[src/rtl/spram_responder.sv]
// Single-port memory responder: ready/accept handshake, fixed-latency read pipeline, optional stall.
// Defining SPRAM_RESPONDER_FAULT_EN builds the periodic read-data fault injector.
module spram_responder #(
    parameter int WIDTH        = 32,
    parameter int DEPTH        = 16,
    parameter int RD_LATENCY   = 3,
    parameter int STALL_PERIOD = 0,
    parameter int FAULT_PERIOD = 5
) (
    input  logic                     clk,
    input  logic                     reset,
    input  logic [$clog2(DEPTH)-1:0] address,
    input  logic [WIDTH-1:0]         d,
    input  logic                     wrreq,
    input  logic                     rdreq,
    output logic                     ready,
    output logic [WIDTH-1:0]         q,
    output logic                     q_valid,
    output logic [15:0]              wr_count,
    output logic [15:0]              rd_count,
    output logic                     collision
);
    localparam bit            STALL_EN   = STALL_PERIOD >= 2;
    localparam int            SW         = STALL_EN ? $clog2(STALL_PERIOD) : 1;
    localparam logic [SW-1:0] STALL_LAST = STALL_EN ? SW'(STALL_PERIOD - 1) : '0;

    logic [WIDTH-1:0]      mem [DEPTH];
    logic                  active_q;
    logic [SW-1:0]         stall_cnt_q, stall_cnt_d;
    logic                  wr_acc, rd_acc;
    logic [RD_LATENCY-1:0] pipe_vld_q;
    logic [WIDTH-1:0]      pipe_data_q [RD_LATENCY];
    logic [WIDTH-1:0]      ret_data;
    logic [WIDTH-1:0]      q_q, q_d;
    logic                  q_valid_q;
    logic [15:0]           wr_count_q, rd_count_q;
    logic                  collision_q;

    // A write always wins over a simultaneous read; the read is simply dropped.
    assign ready  = active_q && !(STALL_EN && (stall_cnt_q == STALL_LAST));
    assign wr_acc = wrreq && ready;
    assign rd_acc = rdreq && ready && !wrreq;

    always_comb begin
        stall_cnt_d = stall_cnt_q;
        if (STALL_EN && active_q) begin
            stall_cnt_d = (stall_cnt_q == STALL_LAST) ? '0 : stall_cnt_q + 1'b1;
        end
    end

    always_ff @(posedge clk or posedge reset) begin
        if (reset) begin
            active_q    <= 1'b0;
            stall_cnt_q <= '0;
        end else begin
            active_q    <= 1'b1;
            stall_cnt_q <= stall_cnt_d;
        end
    end

    // Array is deliberately outside the reset domain so contents survive reset.
    always_ff @(posedge clk) begin
        if (wr_acc) begin
            mem[address] <= d;
        end
    end

    always_ff @(posedge clk or posedge reset) begin
        if (reset) begin
            pipe_vld_q <= '0;
            for (int i = 0; i < RD_LATENCY; i++) begin
                pipe_data_q[i] <= '0;
            end
        end else begin
            pipe_vld_q[0] <= rd_acc;
            if (rd_acc) begin
                pipe_data_q[0] <= mem[address];
            end
            for (int i = 1; i < RD_LATENCY; i++) begin
                pipe_vld_q[i]  <= pipe_vld_q[i-1];
                pipe_data_q[i] <= pipe_data_q[i-1];
            end
        end
    end

`ifdef SPRAM_RESPONDER_FAULT_EN
    localparam int            FW         = (FAULT_PERIOD > 1) ? $clog2(FAULT_PERIOD) : 1;
    localparam logic [FW-1:0] FAULT_LAST = FW'(FAULT_PERIOD - 1);

    logic [FW-1:0] fault_cnt_q, fault_cnt_d;

    always_comb begin
        fault_cnt_d = fault_cnt_q;
        ret_data    = pipe_data_q[RD_LATENCY-1];
        if (pipe_vld_q[RD_LATENCY-1]) begin
            fault_cnt_d = (fault_cnt_q == FAULT_LAST) ? '0 : fault_cnt_q + 1'b1;
            if (fault_cnt_q == FAULT_LAST) begin
                ret_data[0] = ~ret_data[0];
            end
        end
    end

    always_ff @(posedge clk or posedge reset) begin
        if (reset) begin
            fault_cnt_q <= '0;
        end else begin
            fault_cnt_q <= fault_cnt_d;
        end
    end
`else
    assign ret_data = pipe_data_q[RD_LATENCY-1];
`endif

    always_comb begin
        q_d = q_q;
        if (pipe_vld_q[RD_LATENCY-1]) begin
            q_d = ret_data;
        end
    end

    always_ff @(posedge clk or posedge reset) begin
        if (reset) begin
            q_q         <= '0;
            q_valid_q   <= 1'b0;
            wr_count_q  <= '0;
            rd_count_q  <= '0;
            collision_q <= 1'b0;
        end else begin
            q_q       <= q_d;
            q_valid_q <= pipe_vld_q[RD_LATENCY-1];
            if (wr_acc && (wr_count_q != 16'hFFFF)) begin
                wr_count_q <= wr_count_q + 16'd1;
            end
            if (rd_acc && (rd_count_q != 16'hFFFF)) begin
                rd_count_q <= rd_count_q + 16'd1;
            end
            if (wrreq && rdreq && ready) begin
                collision_q <= 1'b1;
            end
        end
    end

    assign q         = q_q;
    assign q_valid   = q_valid_q;
    assign wr_count  = wr_count_q;
    assign rd_count  = rd_count_q;
    assign collision = collision_q;
endmodule

[config.mk]
export PLATFORM = sky130hd
export DESIGN_NAME = spram_responder
export DESIGN_NICKNAME = d
export VERILOG_FILES = /design/src/rtl/spram_responder.sv
export SDC_FILE = /design/constraint.sdc
export NUM_CORES = 1
export LEC_CHECK = 0
export ABC_AREA = 1
export BUFFER_PORTS_ARGS = -buffer_cell sky130_fd_sc_hd__buf_2
export CORE_ASPECT_RATIO = 1.5
export CORE_MARGIN = 2
export CORE_UTILIZATION = 55
export DETAILED_ROUTE_END_ITERATION = 7
export GPL_ROUTABILITY_DRIVEN = 0
export PLACE_DENSITY = 0.72
export SKIP_CTS_REPAIR_TIMING = 1
export SLEW_MARGIN = 0
export SYNTH_ARGS = -nofsm -noshare
export SYNTH_HDL_FRONTEND = slang
export SYNTH_SLANG_ARGS = --single-unit
[constraint.sdc]
create_clock -name clk -period 12.5 [get_ports clk]
set_clock_uncertainty 0.2 [all_clocks]
set_input_delay 3.125 -clock clk [delete_from_list [all_inputs] [get_ports clk]]
set_output_delay 3.125 -clock clk [all_outputs]
set_load 0.05 [all_outputs]
==> key figures <==
Status
  – Status: finished, final reports clean

STA
  – Slew headroom: 10.6%
  – Highest clock rate: about 170 MHz
  – Fin crit period: 5790 ps
  – RSZ-0062 raised after global routing: false
  – Final Slew Violations: 0
  – Hold Fails Final Rpt: 0
  – Worst slew pin tran: 1340 ps
  – Final Setup Violations: 0
  – Final Cycle Share: 46.3%
  – Setup TNS: 0 ps

Place
  – Placed Area: between 20000 and 30000 um2
  – DP HPWL: 33300 um
  – Port-buffer cells: 106

Routing
  – WL final: 60200 um
  – DRC: 0
  – Number of DRC markers in iteration 0: about 1600
  – Vias per inst: 5.49
  – WL/cell: between 15 and 20 um
  – DRT Pass-1 Iters: 6
  – Vias: 17432
  – Post-DRT Antenna Nets: 0

Synthesis
  – Syn nets: about 2400
  – Asr flop ratio synth: between 20% and 30%
  – Ys flop type: edfxtp_1
  – Flops & latches, synth: 678
  – Yosys Warn Count: 0
  – Avg Inst Size Synth: between 10 and 15 um2
  – Mapped Area: roughly 27000 um2
  – Area leader, netlist: edfxtp_1
  – Count leader, synth: nand2_1
  – Yosys top cell area share: 57.1%
  – Number of library cell types mapped by synthesis: 32
  – Mapped Cells: ~2400
  – Sequential area share after synthesis: 72.5%
  – EDFF count, synth: 512
  – Synth top area cells: edfxtp_1 (57%), nand2_1 (16%), dfrtp_1 (15%)
  – Top cells by count, synth: nand2_1 (1135), edfxtp_1 (512), nand3_1 (178)

Power
  – Peak VDD IR: ~0.13 mV
  – Clock power share: a little under two fifths
  – Pwr dens: 168 nW/um2
  – Switching Fraction: between 20 and 30%
  – Switching power: 1.27 mW
  – Gate power share: 10.3%
  – Int Power: 3.79 mW
  – Flop pwr share: 51.6%
  – Power Total: 5.06 mW
  – Leakage: 12.1 nW

Worst setup path
  – Worst Setup SP: address[3]
  – Launch point of the worst reg-to-reg path: ready
  – Reg2Reg Depth: 4
  – Critical Path Fanout Max: 33
  – Reg2reg setup slack: 9740 ps
  – CP endpoint: mem[8][0]
  – Critical path class: input pin to register
  – Worst Setup End Kind: register
  – WP data arrival: 5800 ps
  – Critical Path RT: 12510 ps
  – Critical Path Start Type: input pin
  – Crit Reg-Reg Endpoint: mem[1][26]

Final layout
  – Final nets: about 2500
  – Synth-to-Final Area Change: 11.6%
  – Share of layout cells above drive strength 1: a little over a tenth
  – # fillers: 3750
  – Finished Cell Area: 30100 um2

Flow run
  – Max Cap Viol: 0

Global route
  – First-pass GRT wire length: slightly above 90000 um
  – GR Overflow Total: 0
  – Vias in the first global route: 17109
  – Initial antenna violation count: 1
  – GRT Total Usage: 23.8%
  – Largest net degree at the start of global routing: about 100

Die
  – Core outline area: 48600 um2
  – Die Wd: around 180 um
  – Ports: between 100 and 150
  – Initial Util: 55.5%
  – Num rows: 99
  – Die Area: 50800 um2
  – Die Height: 275 um

Clock network
  – CTS H-tree depth: 2
  – CTS tree: yes
  – Num CTS Buffers: 59
  – Maximum clock insertion buffer count: 3
  – Clock Latency Late Sink: 610 ps
  – Reg clk slew, reported paths: 60 ps
  – Clock root buffer: clkbuf_16
  – Clock Sink Count: 678

Min path
  – Worst Hold Class: register to register
[area by class of cell]
cell class | instances | area (um2) | area share, %
Inverter | 28 | 120 | 0.400
Clock buffer | 71 | 1610 | 5.34
Tap cell | 656 | 821 | 2.73
Clock inverter | 39 | 463 | 1.54
Timing Repair Buffer | 126 | 689 | 2.29
Antenna cell | 1 | 2.50 | 0.00832
Multi-Input combinational cell | 1576 | 6830 | 22.7
Sequential cell | 678 | 19500 | 65.0
[per-stage QoR]
step,utilization [%],instances,hold WS (ps),setup slack [ps]
floorplan,-,2401,131,4680
global placement,57.7,3064,132,6160
detailed placement,57.7,3064,135,6140
CTS,61.9,3174,147,6750
global route,61.9,3175,150,6610
finish,61.9,3175,147,6710
[flip-flops by register name (all words and copies together) (netlist names)]
register / flops
mem: 512
pipe_data_q: 64
q: 32
ret_data: 32
rd_count: 16
wr_count: 16
pipe_vld_q: 3
collision: 1
q_valid: 1
ready: 1
[critical path, cell delays in order]
cell and delay (ps):
buf_2 180, inv_1 110, nor2_4 820, inv_1 420, nor2_4 1110
[layout by cell type, fill, tap and decap left out, types with 8 or more instances in the layout]
cell type	n
nand2_1	1135
edfxtp_1	512
nand3_1	178
dfrtp_1	166
nor2_1	121
buf_2	104
clkbuf_16	63
nand4_1	41
mux2_1	23
nor2_4	22
inv_1	21
buf_4	21
clkinv_2	15
xnor2_1	11
bufinv_16	10
xor2_1	9
mux2_2	9
clkbuf_1	8
[how the worst min path moves through the flow]
stage	start	endpoint	slack, ps	depth (start not counted)
floorplan	pipe_vld_q[0]	pipe_vld_q[1]	130	0
global placement	pipe_vld_q[0]	pipe_vld_q[1]	130	0
detailed placement	pipe_vld_q[0]	pipe_vld_q[1]	130	0
CTS	pipe_data_q[34]	ret_data[2]	150	0
global route	pipe_vld_q[0]	pipe_vld_q[1]	150	0
finish	pipe_vld_q[0]	pipe_vld_q[1]	150	0
[cell families after synthesis]
family          Yosys count  synth area share [%]
simple gates           1510                  22.5
buf+inv                 147                  2.73
compound gates           11                 0.223
other cells               1                0.0139
xor+xnor                 20                 0.650
flops                   678                  72.5
fa+ha+maj                 2                0.0928
mux                      32                  1.34
[routing by layer]
layer | share of wire [%] | global-route usage [%] | wire length [um] | up-vias
li1 | - | - | - | 8130
met5 | 0 | 0 | 0 | -
met4 | 3.5 | 9.75 | 2120 | 0
met1 | 38 | 29.3 | 22900 | 8451
met3 | 6.6 | 3.39 | 3970 | 124
met2 | 52 | 42.5 | 31200 | 727
[power groups by stage]
stage | Combinational (mW) | Sequential, mW | Clock [mW]
2_1_floorplan | 0.205 | 2.81 | 0
3_3_place_gp | 0.512 | 2.65 | 0
3_5_place_dp | 0.522 | 2.66 | 0
4_1_cts | 0.525 | 2.61 | 1.95
5_1_grt | 0.565 | 2.62 | 2.04
6_report | 0.520 | 2.61 | 1.93
Power figures use the tool's default switching activity.
